`src/rtl/rtc_bus_sequencer.sv`:
```
// Multiplexed address/data bus sequencer for an external RTC chip.
// A request becomes one 28-slot cycle; every strobe is decoded from the slot count.
module rtc_bus_sequencer #(
  parameter logic [4:0] SLOT_LAST = 5'd27,
  parameter logic [4:0] RD_SAMPLE = 5'd23
) (
  input  logic       clk,
  input  logic       reset_clk,
  input  logic [4:0] conta,
  output logic       cnt_rst,
  input  logic       req,
  input  logic       wr_nrd,
  input  logic [7:0] addr,
  input  logic [7:0] wdata,
  output logic       busy,
  output logic       done,
  output logic [7:0] rdata,
  output logic       cs_n,
  output logic       rd_n,
  output logic       wr_n,
  output logic       ad,
  output logic [7:0] bus_out,
  output logic       bus_oe,
  input  logic [7:0] bus_in
);

  typedef enum logic [1:0] {
    IDLE = 2'd0,
    RUN  = 2'd1,
    DONE = 2'd2
  } state_t;

  state_t     state_q, state_d;
  logic [7:0] addr_q, addr_d, wdata_q, wdata_d, rdata_q, rdata_d, bus_out_q, bus_out_d;
  logic       wr_nrd_q, wr_nrd_d;
  logic       cs_n_q, cs_n_d, rd_n_q, rd_n_d, wr_n_q, wr_n_d;
  logic       ad_q, ad_d, bus_oe_q, bus_oe_d, done_q, done_d;

  function automatic logic in_rng(input logic [4:0] v, input logic [4:0] lo, input logic [4:0] hi);
    return (v >= lo) && (v <= hi);
  endfunction

  // State register
  always_ff @(posedge clk or negedge reset_clk) begin
    if (!reset_clk) begin
      state_q <= IDLE;
    end else begin
      state_q <= state_d;
    end
  end

  // Next-state logic; slot counts beyond SLOT_LAST also end the transaction
  always_comb begin
    state_d = state_q;
    case (state_q)
      IDLE:    if (req) state_d = RUN; else state_d = IDLE;
      RUN:     if (conta >= SLOT_LAST) state_d = DONE; else state_d = RUN;
      DONE:    state_d = IDLE;
      default: state_d = IDLE;
    endcase
  end

  // Strobe decode for the next cycle; anything outside RUN decodes to the idle bus
  always_comb begin
    cs_n_d    = 1'b1;
    rd_n_d    = 1'b1;
    wr_n_d    = 1'b1;
    ad_d      = 1'b1;
    bus_oe_d  = 1'b0;
    bus_out_d = 8'h00;
    done_d    = 1'b0;
    if (state_q == RUN) begin
      done_d = (conta >= SLOT_LAST);
      if (conta > SLOT_LAST) begin
        ad_d = 1'b1;
      end else if (conta <= 5'd13) begin
        ad_d      = 1'b0;
        bus_oe_d  = in_rng(conta, 5'd1, 5'd12);
        bus_out_d = bus_oe_d ? addr_q : 8'h00;
        cs_n_d    = !in_rng(conta, 5'd2, 5'd11);
        wr_n_d    = !in_rng(conta, 5'd4, 5'd9);
      end else begin
        cs_n_d = !in_rng(conta, 5'd16, 5'd25);
        if (wr_nrd_q) begin
          bus_oe_d  = in_rng(conta, 5'd15, 5'd26);
          bus_out_d = bus_oe_d ? wdata_q : 8'h00;
          wr_n_d    = !in_rng(conta, 5'd18, 5'd23);
        end else begin
          rd_n_d = !in_rng(conta, 5'd18, 5'd23);
        end
      end
    end else begin
      done_d = 1'b0;
    end
  end

  // Request latch and read capture
  always_comb begin
    addr_d   = addr_q;
    wdata_d  = wdata_q;
    wr_nrd_d = wr_nrd_q;
    rdata_d  = rdata_q;
    if ((state_q == IDLE) && req) begin
      addr_d   = addr;
      wdata_d  = wdata;
      wr_nrd_d = wr_nrd;
    end else begin
      wr_nrd_d = wr_nrd_q;
    end
    if ((state_q == RUN) && !wr_nrd_q && (conta == RD_SAMPLE)) begin
      rdata_d = bus_in;
    end else begin
      rdata_d = rdata_q;
    end
  end

  // Registered strobes, completion pulse and data
  always_ff @(posedge clk or negedge reset_clk) begin
    if (!reset_clk) begin
      addr_q    <= 8'h00;
      wdata_q   <= 8'h00;
      wr_nrd_q  <= 1'b0;
      rdata_q   <= 8'h00;
      cs_n_q    <= 1'b1;
      rd_n_q    <= 1'b1;
      wr_n_q    <= 1'b1;
      ad_q      <= 1'b1;
      bus_oe_q  <= 1'b0;
      bus_out_q <= 8'h00;
      done_q    <= 1'b0;
    end else begin
      addr_q    <= addr_d;
      wdata_q   <= wdata_d;
      wr_nrd_q  <= wr_nrd_d;
      rdata_q   <= rdata_d;
      cs_n_q    <= cs_n_d;
      rd_n_q    <= rd_n_d;
      wr_n_q    <= wr_n_d;
      ad_q      <= ad_d;
      bus_oe_q  <= bus_oe_d;
      bus_out_q <= bus_out_d;
      done_q    <= done_d;
    end
  end

  assign cnt_rst = (state_q != RUN);
  assign busy    = (state_q != IDLE);
  assign done    = done_q;
  assign rdata   = rdata_q;
  assign cs_n    = cs_n_q;
  assign rd_n    = rd_n_q;
  assign wr_n    = wr_n_q;
  assign ad      = ad_q;
  assign bus_oe  = bus_oe_q;
  assign bus_out = bus_out_q;

endmodule
```
`config.mk`:
```
export PLATFORM = sky130hd
export DESIGN_NAME = rtc_bus_sequencer
export DESIGN_NICKNAME = d
export VERILOG_FILES = /design/src/rtl/rtc_bus_sequencer.sv
export SDC_FILE = /design/constraint.sdc
export NUM_CORES = 1
export LEC_CHECK = 0
export BUFFER_PORTS_ARGS = -buffer_cell sky130_fd_sc_hd__buf_2
export CAP_MARGIN = 15
export CORE_UTILIZATION = 40
export CTS_BUF_LIST = sky130_fd_sc_hd__clkbuf_8
export DETAILED_ROUTE_END_ITERATION = 6
export GPL_TIMING_DRIVEN = 0
export PLACE_DENSITY = 0.75
export SLEW_MARGIN = 20
export SYNTH_ARGS = -nofsm -noshare
export SYNTH_HDL_FRONTEND = slang
export SYNTH_SLANG_ARGS = --single-unit
```
`constraint.sdc`:
```
create_clock -name clk -period 1.8 [get_ports clk]
set_input_delay 0.09 -clock clk [delete_from_list [all_inputs] [get_ports clk]]
set_output_delay 0.09 -clock clk [all_outputs]
set_load 0.1 [all_outputs]
```
==> results of run 1 <==
## cell usage after synthesis (2+ instances only)
| library cell | instances | share of area, % |
|---|---|---|
| sky130_fd_sc_hd__dfrtp_1 | 37 | 50 |
| sky130_fd_sc_hd__mux2_2 | 16 | 9.8 |
| sky130_fd_sc_hd__nand2_1 | 11 | 2.2 |
| sky130_fd_sc_hd__nand3_1 | 10 | 2.7 |
| sky130_fd_sc_hd__mux2_4 | 8 | 6.5 |
| sky130_fd_sc_hd__o22ai_2 | 7 | 4.7 |
| sky130_fd_sc_hd__buf_6 | 6 | 3.7 |
| sky130_fd_sc_hd__dfstp_2 | 4 | 5.7 |
| sky130_fd_sc_hd__inv_1 | 4 | 0.81 |
| sky130_fd_sc_hd__o21ai_0 | 4 | 1.1 |
| sky130_fd_sc_hd__a21oi_1 | 3 | 0.81 |
| sky130_fd_sc_hd__buf_2 | 2 | 0.54 |
| sky130_fd_sc_hd__clkbuf_1 | 2 | 0.41 |
| sky130_fd_sc_hd__nor3_1 | 2 | 0.54 |
| sky130_fd_sc_hd__nor4_1 | 2 | 0.68 |
| sky130_fd_sc_hd__o22ai_1 | 2 | 0.68 |
## flip-flops by register name, indices dropped and copies added (netlist names), 2 cells and up
| name | flops |
|---|---|
| rdata | 8 |
| addr_q | 8 |
| state_q | 2 |
| wdata_q | 8 |
| bus_out | 8 |
## per-layer routing
metal	wire [um]	share of wire, %	vias to the layer above
li1	-	-	613
met1	1564	46	614
met2	1601	47	45
met3	219	6.5	0
met4	0	0	0
met5	0	0	-
## layout make-up
class | count | area (um2) | area share, %
multi-input cells | 81 | 705.7 | 30.89
well taps | 52 | 65.06 | 2.848
inverters | 4 | 15.01 | 0.6572
repair buffers | 57 | 295.3 | 12.92
flip-flops and latches | 41 | 1031 | 45.13
clock buffers | 5 | 68.82 | 3.012
plain buffers | 11 | 92.59 | 4.053
clock inverters | 3 | 11.26 | 0.4929
## power breakdown
group	internal (uW)	switching, uW
clock	258	276
sequential	1300	176
combinational	648	1870
total	2210	2330
## worst reg2reg max path: stages, from the launching register on
cell                       delay [ns]
sky130_fd_sc_hd__dfrtp_1         0.37
sky130_fd_sc_hd__nand2b_4        0.13
sky130_fd_sc_hd__buf_6           0.13
sky130_fd_sc_hd__nor4b_4         0.21
sky130_fd_sc_hd__and3_1          0.20
sky130_fd_sc_hd__buf_6           0.16
sky130_fd_sc_hd__mux2_4          0.31
## path summary, 6_finish.rpt
kind	to	cells past startpoint	slack, ns
max	rdata[7]$_DFFE_PN0P_	6	0.17
min	wr_nrd_q$_DFFE_PN0P_	3	0.01
max reg2reg	rdata[7]$_DFFE_PN0P_	6	0.17
min reg2reg	rdata[0]$_DFFE_PN0P_	1	0.50
max in group asynchronous	wdata_q[2]$_DFFE_PN0P_	2	0.77
min in group asynchronous	rdata[6]$_DFFE_PN0P_	2	0.49
## logic make-up (layout without fill, tap and decap cells)
group                  Yosys count  count (layout)  share of synthesized area [%]
and+or+nand+nor                 35              35                          11.60
DFF                             41              41                          55.90
buffers and inverters           15              80                          5.834
AOI/OAI and AO/OA               22              22                          10.38
muxes                           24              24                          16.28
## through the flow
stage | setup WS, ns | total power [uW]
after detailed placement | 0.1704 | 4036
after CTS | 0.1565 | 4594
after global placement | 0.1742 | 3995
after floorplan | 0.01290 | 3624
after global routing | 0.03844 | 4777
final | 0.1653 | 4537
==> summary.md, run 1 <==
The flow ran to the end, and the final reports show no timing, DRC or antenna violations. The tools report the total number of vias as 1272. The tools report the worst hold path startpoint as wr_nrd. For the maximum buffer depth of the clock tree, the log shows 2. For the endpoint required time on the critical path, the log shows 1.96 ns. For this design the ratio of total power to cell area is 1986 nW/um2. Dividing the synthesized area by the synthesized cell count gives 13.46 um2. The most frequent cell on the critical path is sky130_fd_sc_hd__buf_6.

The final clock period utilization by the worst path works out to 90.81%. The library cell used most frequently in the layout, excluding fill and tap cells, is sky130_fd_sc_hd__buf_2. Wires add up to 3386 um.

For this run, the post-layout net count is 234. Static timing analysis puts the maximum clock frequency at 611.7 MHz. The share of layout cells above drive strength 1 came out at 53.96%. The logs give 2 for the number of levels in the clock H-tree and 1844 um2 for the area of the mapped netlist. After legalization and detailed placement, the total HPWL measured 2411 um.

The share of the yosys chip area belonging to registers is 55.90%, and the first-pass iteration count of the detailed router is 4. On the final layout, the worst clock skew is 0.002645 ns. The startpoint of the most critical setup path was state_q[1]$_DFF_PN0_. Buffers added to address setup during post-CTS repair amount to 0. In the synthesized netlist, the number of instances is 137. Number of remaining DRC errors: 0. The area growth from synthesis to layout is 23.88%, and the per-cell routed wire length is 13.33 um. The tools report the total non-filler cell area in the finished layout as 2285 um2. The worst supply voltage drop on vdd came out at 0.001006 V.

The worst-margin pin slew works out to 0.8738 ns. The total of hold buffers inserted after clock tree synthesis was 2; the post-cts repair resize count was 0. The critical path contains buffers and inverters numbering 2 combined. The startpoint of the most critical register-to-register path was state_q[1]$_DFF_PN0_. The worst hold path class was input pin to flop. The final count of hold timing violations was 0; the synthesized netlist net count was 170. The largest fanout on the critical path works out to 8. The type of the worst setup path is flop to flop.

From left edge to right edge, the die measures 69.90 um. The clock sink count is 41. For this run, the number of Yosys warnings is 0. STA classifies the critical path startpoint as a flop. Adding up every negative setup slack in the final design gives 0 ns. The number of global-route vias before repair came out at 1333.

The shortest period the worst path allows was 1.635 ns; the post-route core utilization was 52.11%. The filler-free cell count of the finished design came out at 254. Worst slew margin relative to its limit: 41.75%.

Leaving out fill and tap cells, the most frequent cells in the layout are sky130_fd_sc_hd__buf_2 (57), sky130_fd_sc_hd__dfrtp_1 (37), sky130_fd_sc_hd__mux2_2 (16). The fill cell instance count of the final layout is 390. The max capacitance violation total is 0. In this run the static leakage power is 0.001108 uW. The kind of end point of the critical path was a flop. The logs give 40 for the number of violations reported at the end of detailed-routing iteration 0 and 33 for the count of unique library cells instantiated by Yosys. Setup repair after global routing left no endpoint under its margin. Dividing the detail-routed via count by the number of cells gives 5.008. Broken down by cell family, the worst path's largest delay share belongs to simple AND/OR/NAND/NOR gates. Setup violations remaining at the end of the flow were counted as 0. The tools report the number of placement rows as 24. The total global routing track utilization was 15.30%.

The critical path data arrival time was 1.80 ns. Total overflow reported by the global router: 0. Number of max-slew violations in the final report: 0.

Layer carrying the most global-route usage: met2. 57 I/O pins were placed. The met2 track demand over resource is 26.07%, and the critical path's largest stage delay is 0.37 ns. The run gives 0 as the number of antenna violations at the first check in global routing. Of all flip-flops after synthesis, the portion carrying an async set or reset was 100.0%. The clock reaches the later pin of the worst-skew pair after 0.28 ns. The initial utilization of the core area, before any placement, comes to 42.07%. The global routing met3 resource utilization is 5.051%, and the count of antenna diodes in the layout is 0. The area enclosed by the die boundary is 4886 um2. TritonCTS built the clock tree. After floorplanning, the core was sized to cover 4384 um2. The critical path goes through nand2b_4, buf_6, nor4b_4, and3_1, buf_6, mux2_4.

The tree is rooted in a sky130_fd_sc_hd__clkbuf_8. The detail route stage leaves a number of antenna-violating nets equal to 0. The total CTS buffers is 5. The y dimension of the die is 69.90 um, and the global-route wire length before repair is 5927 um. In this run the tool buffered the top-level ports with 55 buffer cells.

The tools report the number of placed instances with taps included as 244. The tightest hold path in the finished design has a slack of 0.01361 ns. The largest net degree at the start of global routing was 42; the number of synthesized register bits was 41.

The met1 usage is 18.69%. The top flip-flop cell by instance count after synthesis is sky130_fd_sc_hd__dfrtp_1. The routability-driven placement congestion ratio is 0.7437, and the placement-stage cell area is 2185 um2.

The cell at the slowest stage of the critical path is sky130_fd_sc_hd__dfrtp_1. Clock-pin slew was measured on the worst setup and hold paths at 0.07 ns. The number of synthesized flops with an enable pin works out to 0.
(Power assumes the default switching activity.)
==> run 2: changes to the inputs <==
CORE_MARGIN = 3   (was unset)
==> summary.md, run 2 (same netlist as run 1, synthesis figures left out) <==
The area enclosed by the die boundary came out at 5461 um2. Post-CTS repair changed the size of 0 cells. Of the total power, the share spent switching nets is 50.88%. TritonCTS built the clock tree. The CTS clock-pin slew for the worst setup and hold paths was 0.07 ns; the post-detailed-placement half-perimeter wirelength was 2520 um.

The analysis attributes to net switching a power of 2329 uW. At the worst endpoint, the arrival time is 1.81 ns. The worst setup path is of the flop to flop kind. Final clock period utilization by the worst path: 91.49%. The path class of the tightest hold or removal check is input pin to flop. Setup slack closes at 0.1532 ns. Summed over all cells, the static leakage comes to 0.001101 uW. From synthesis to final layout, the design area changed by 23.68%. The final clock skew is 0.005816 ns, and the share of total power in combinational logic is 55.0%.

The layer carrying the most global-route usage was met2. The tools report the post-placement worst setup slack as 0.1605 ns. The worst pin sits at a relative slew slack of 41.29%. Summing all placed instances gives a cell area of 2185 um2.

The tools report the number of max-slew violations in the final report as 0. Once layout is complete, the utilization of the core stands at 51.67%. The worst setup path is launched from a flop. For this run, the detailed router's first-pass iteration total came to 4. The maximum buffer depth of the clock tree was 2; the routability-driven placement congestion ratio was 0.8446. The tools report the final-report setup violation count as 0.

The y dimension of the die came out at 73.90 um. In this run the count of I/O pins placed on the die edge is 57. Across the run, the number of max-cap violations was 0. At the worst endpoint, the required time is 1.97 ns. The number of placement rows came out at 24. After detailed routing, the total wire length is 3525 um.

The buffer cell driving the clock tree root is sky130_fd_sc_hd__clkbuf_8. In this run the worst path has a maximum fanout of 8. On the final layout, the worst hold slack is 0.01636 ns.

The number of buffers inserted by port buffering came out at 55. Kind of end point of the critical path: a flop. In the routed layout, each cell is associated on average with a via count of 5.036. The floorplan step set the die width to 73.90 um. In the final layout, the share of cells above drive strength 1 is 55.00%. The final setup TNS is 0 ns, and the total non-filler cell area in the finished layout is 2281 um2. In the routed design, unresolved DRC markers number 0.

The smallest clock period supported by the final layout is computed as 1.647 ns. For this run, global-route usage on met3 was measured as 6.293%. The run gives 13.73% as the total global routing track utilization. The H-tree generated during clock tree synthesis spans 2 levels. At the later pin of the worst-skew pair, clock insertion delay measures 0.28 ns. Setup repair after global routing left no endpoint under its margin. The logs give 12.5% for the clock share of power and 23.33% for the met2 track demand over resource. The global-route wire length before repair was 5582 um; the worst-margin pin slew was 0.8807 ns. The logs give 0 for the count of antenna diodes in the layout and 2248 uW for the internal portion of total power. Number of global-route vias before repair: 1269. Fill cells in the final layout number 397.

For this run the aggregate overflow at the end of global routing stands at 0. The number of antenna violations at the first check in global routing is 0, and the per-cell routed wire length is 13.99 um. Registers are responsible for 32.5% of the overall power. Derived from the worst setup path, the maximum achievable clock frequency is 607.2 MHz. The flow ran to the end, and the final reports show no timing, DRC or antenna violations.

The tools report the final count of hold timing violations as 0. In this run the register-to-register setup slack is 0.15 ns. The total area of sequential cells is 1031 um2, and the worst supply voltage drop on vdd is 0.0007983 V. The run gives 233 as the final net count. Core footprint: 4414 um2. The largest net degree at the start of global routing is 42. The clock net in this run drives a total of 41 sinks. The library cell used most frequently in the layout, excluding fill and tap cells, is sky130_fd_sc_hd__buf_2. Once the floorplan was initialized, standard cells occupied 41.78% of the core.

The total CTS buffers is 5. The power density over the cells works out to 2007 nW/um2. The detailed router placed 1269 vias in this run. The met1 usage came out at 15.36%. The library cells used most frequently in the layout, excluding fill and tap cells, are sky130_fd_sc_hd__buf_2 (57), sky130_fd_sc_hd__dfrtp_1 (37), sky130_fd_sc_hd__mux2_2 (16). Summing all multi-input logic gate instances after layout gives 705.7 um2. After the first detailed-routing iteration, the DRC count stood at 24. The detail route stage leaves a number of antenna-violating nets equal to 0.
run 2: area by class of cell:
cell class	count	area share, %
Inverter	4	0.6583
Multi-Input combinational cell	81	30.94
Sequential cell	41	45.20
Clock inverter	1	0.1646
Timing Repair Buffer	56	12.51
Tap cell	52	2.852
Clock buffer	6	3.620
Buffer	11	4.059
run 2: what timing repair did:
item / in CTS / in global routing
endpoints found under the hold margin: 37 / 0
buffers inserted: 0 / 0
hold buffers: 1 / 0
run 2: path summary, 6_finish.rpt:
kind | to | startpoint | cells past startpoint
worst max-delay path | rdata[3]$_DFFE_PN0P_ | state_q[1]$_DFF_PN0_ | 6
worst min-delay path | wr_nrd_q$_DFFE_PN0P_ | wr_nrd | 3
worst max register to register | rdata[3]$_DFFE_PN0P_ | state_q[1]$_DFF_PN0_ | 6
worst min register to register | rdata[7]$_DFFE_PN0P_ | rdata[7]$_DFFE_PN0P_ | 1
max in group asynchronous | bus_out[3]$_DFF_PN0_ | reset_clk | 2
min in group asynchronous | state_q[0]$_DFF_PN0_ | reset_clk | 2
run 2: through the flow:
stage	power, uW	cells
finish	4578	252
global placement	4002	244
CTS	4638	252
global route	4825	252
detailed placement	4040	244
floorplan	3624	137
run 2: power groups by stage:
stage	clock, uW	combinational [uW]	sequential [uW]
4_1_cts	604	2540	1490
5_1_grt	645	2650	1530
2_1_floorplan	0	969	2650
6_report	573	2520	1490
3_5_place_dp	0	2540	1500
3_3_place_gp	0	2520	1480
run 2: metal layers:
layer  part of all wire, %  routed length (um)  vias up
li1                      -                   -      608
met1                    42                1486      610
met2                    49                1718       49
met3                   8.9                 312        2
met4                  0.23                   8        0
met5                     0                   0        -
run 2: worst max-delay path, cell delays in order, from the launching register on:
cell                       delay, ns
sky130_fd_sc_hd__dfrtp_1        0.37
sky130_fd_sc_hd__nand2b_4       0.13
sky130_fd_sc_hd__buf_6          0.13
sky130_fd_sc_hd__nor4b_4        0.21
sky130_fd_sc_hd__and3_1         0.21
sky130_fd_sc_hd__buf_6          0.16
sky130_fd_sc_hd__mux2_4         0.31
==> run 3: changes to the inputs <==
BUFFER_PORTS_ARGS = -buffer_cell sky130_fd_sc_hd__buf_4   (was -buffer_cell sky130_fd_sc_hd__buf_2)
==> summary.md, run 3 (same netlist as run 1, synthesis figures left out) <==
The most critical setup path has its endpoint at rdata[3]$_DFFE_PN0P_. Traced cell by cell, the critical path runs through nand2b_4, buf_6, nor4b_4, and3_1, buf_6, mux2_4. The endpoint of the worst register-to-register path was rdata[3]$_DFFE_PN0P_. For the post-cts repair resize count, the log shows 0. Along the worst hold path, the cell count comes to 3. The logs give 31.6% for the power share of the sequential group and 0 for the number of antenna violations at the first check in global routing. No sink is reached through more buffers than the 2 on the longest clock path.

In this run the number of H-tree levels came out at 2. The tools report the wire length after detailed routing as 3673 um. The worst hold path class is input pin to flop. Leaving out fill and tap cells, the most frequent cell in the layout is sky130_fd_sc_hd__buf_4.

For the final routed database, the setup TNS stands at 0 ns. On the worst path, the slowest cell contributes a delay of 0.38 ns. The y dimension of the die works out to 73.90 um. The floorplan step set the die width to 73.90 um. The CTS clock-pin slew for the worst setup and hold paths was 0.07 ns. Internal power comes to 2342 uW.

Area growth from synthesis to layout: 30.94%. The run finished with clean final reports. The final-report setup violation count is 0, and the number of buffers inserted by port buffering is 55.

The clock sink count was 41. The critical path data arrival time is 1.84 ns. Setup repair after global routing left no endpoint under its margin.

The power density over the cells was 1950 nW/um2. Dividing the detail-routed wire length by the instance count gives 14.52 um. The core footprint came out at 4414 um2. Data on the critical path is required at its endpoint by 1.98 ns. TritonCTS built the clock tree.

After the last flow step, the layout net total stands at 233. The maximum frequency from static timing analysis was 600.0 MHz. The per-cell via count in the routed design came out at 5.040. In this run the worst path has a maximum fanout of 8.

The tools report the element type at the critical path start as a flop. The startpoint of the most critical setup path is state_q[1]$_DFF_PN0_. Final clock period utilization by the worst path: 92.60%.

Entering global routing, the biggest net connects 42 pins. For this run, the share of the core covered by cells in the final layout is 54.71%. The worst setup path is captured at a flop. Net switching is 50.28% of the power. The logs give 0 for the number of max-slew violations in the final report and 2577 um for the post-detailed-placement half-perimeter wirelength. For this design, the slowest cell found on the critical path is sky130_fd_sc_hd__dfrtp_1. The logs give 11.9% for the clock share of power and 5906 um for the global-route wire length before repair. VDD sags by at most 0.001111 V. The logs give 0 for the count of antenna diodes in the layout and 2368 uW for the reported net switching power.

The run gives 5461 um2 as the area enclosed by the die boundary. In the global route stage, overall resource usage came out at 14.47%. The worst hold slack across all endpoints was 0.008951 ns. In this run the tightest slew margin relative to its limit is 62.16%. The critical path is of the flop to flop type.

The library cells used most frequently in the layout, excluding fill and tap cells, are sky130_fd_sc_hd__buf_4 (56), sky130_fd_sc_hd__dfrtp_1 (37), sky130_fd_sc_hd__mux2_2 (16). In this run the clock root is driven by a sky130_fd_sc_hd__clkbuf_8. Counting the buffers created by CTS gives 5. For the number of placement rows, the log shows 24. The congestion estimate from routability-driven global placement came to 0.8253. The logs give 0 for the total overflow reported by the global router and 0 for the final count of hold timing violations. Clock latency on the worst-skew pair, taken at its later pin, is 0.29 ns.

For the pin with the worst max-slew slack, the measured transition is 0.5659 ns. For this block, the initial DRC count from the detailed router was 27. The number of ports placed on the die boundary is 57.

The shortest period the worst path allows was 1.667 ns. The setup check on the worst reg-to-reg path leaves a slack of 0.13 ns. Counting stages on the worst path, the most repeated cell is sky130_fd_sc_hd__buf_6.

The total number of vias is 1275. The number of global-route vias before repair was 1258; the worst-case reg-to-reg path depth was 6. Of the total power, combinational logic draws 56.5%. Once the floorplan was initialized, standard cells occupied 41.78% of the core. Between clock sinks in the finished design, the worst skew comes to 0.004141 ns.

The number of remaining DRC errors is 0. The analysis attributes to cell leakage a power of 0.001139 uW. The share of layout cells above drive strength 1 works out to 55.22%. Max-cap violations in this run came to 0. The logs give 4 for the first-pass iteration count of the detailed router and 0 for the post-route antenna net violation count. The worst register-to-register path begins at state_q[1]$_DFF_PN0_.
[run 3: how the worst min path moves through the flow]
stage | start | endpoint | slack (ns)
after global placement | reset_clk | rdata[1]$_DFFE_PN0P_ | 0.09
after global routing | conta[1] | rd_n$_DFF_PN1_ | 0.002
after CTS | conta[1] | rd_n$_DFF_PN1_ | 0.0005
final | wr_nrd | wr_nrd_q$_DFFE_PN0P_ | 0.009
after floorplan | reset_clk | addr_q[0]$_DFFE_PN0P_ | -0.21
after detailed placement | reset_clk | rdata[3]$_DFFE_PN0P_ | 0.1
[run 3: timing repair]
action                                 CTS  global route
setup buffers                            0             0
hold buffers                             1             0
endpoints found under the hold margin   37             0
[run 3: worst max-delay path, delay by kind of cell (launching register included)]
family                 cells  cell delay (ns)
buffers and inverters      2             0.30
AND/OR/NAND/NOR            3             0.57
flip-flops                 1             0.38
multiplexers               1             0.31
[run 3: final cells by class]
type / instances / area [um2]
plain buffers: 11 / 92.59
clock inverters: 3 / 13.76
multi-input cells: 81 / 705.7
well taps: 52 / 65.06
clock buffers: 5 / 68.82
inverters: 4 / 15.01
repair buffers: 56 / 422.9
fillers: 392 / 1999
flip-flops and latches: 41 / 1031
[run 3: routing by layer]
layer,global-route usage (%),routed length (um),part of all wire [%]
met1,17.78,1615,44
met4,5.634,48,1.3
met5,0,0,0
met2,24.11,1739,47
met3,3.967,269,7.3
[run 3: through the flow]
step / std cells / power [uW] / setup WS (ns) / area (um2)
3_3_place_gp: 244 / 4144 / 0.1741 / 2322
5_1_grt: 253 / 4956 / 0.06328 / 2415
4_1_cts: 253 / 4764 / 0.1320 / 2415
6_report: 253 / 4710 / 0.1332 / 2415
3_5_place_dp: 244 / 4180 / 0.1405 / 2322
2_1_floorplan: 137 / 3624 / 0.01290 / 1844
[run 3: power groups by stage]
| stage | registers (uW) | logic (uW) | clock network (uW) |
|---|---|---|---|
| detailed placement | 1510 | 2670 | 0 |
| global placement | 1500 | 2650 | 0 |
| CTS | 1490 | 2690 | 584 |
| floorplan | 2650 | 969 | 0 |
| global route | 1530 | 2790 | 633 |
| finish | 1490 | 2660 | 562 |
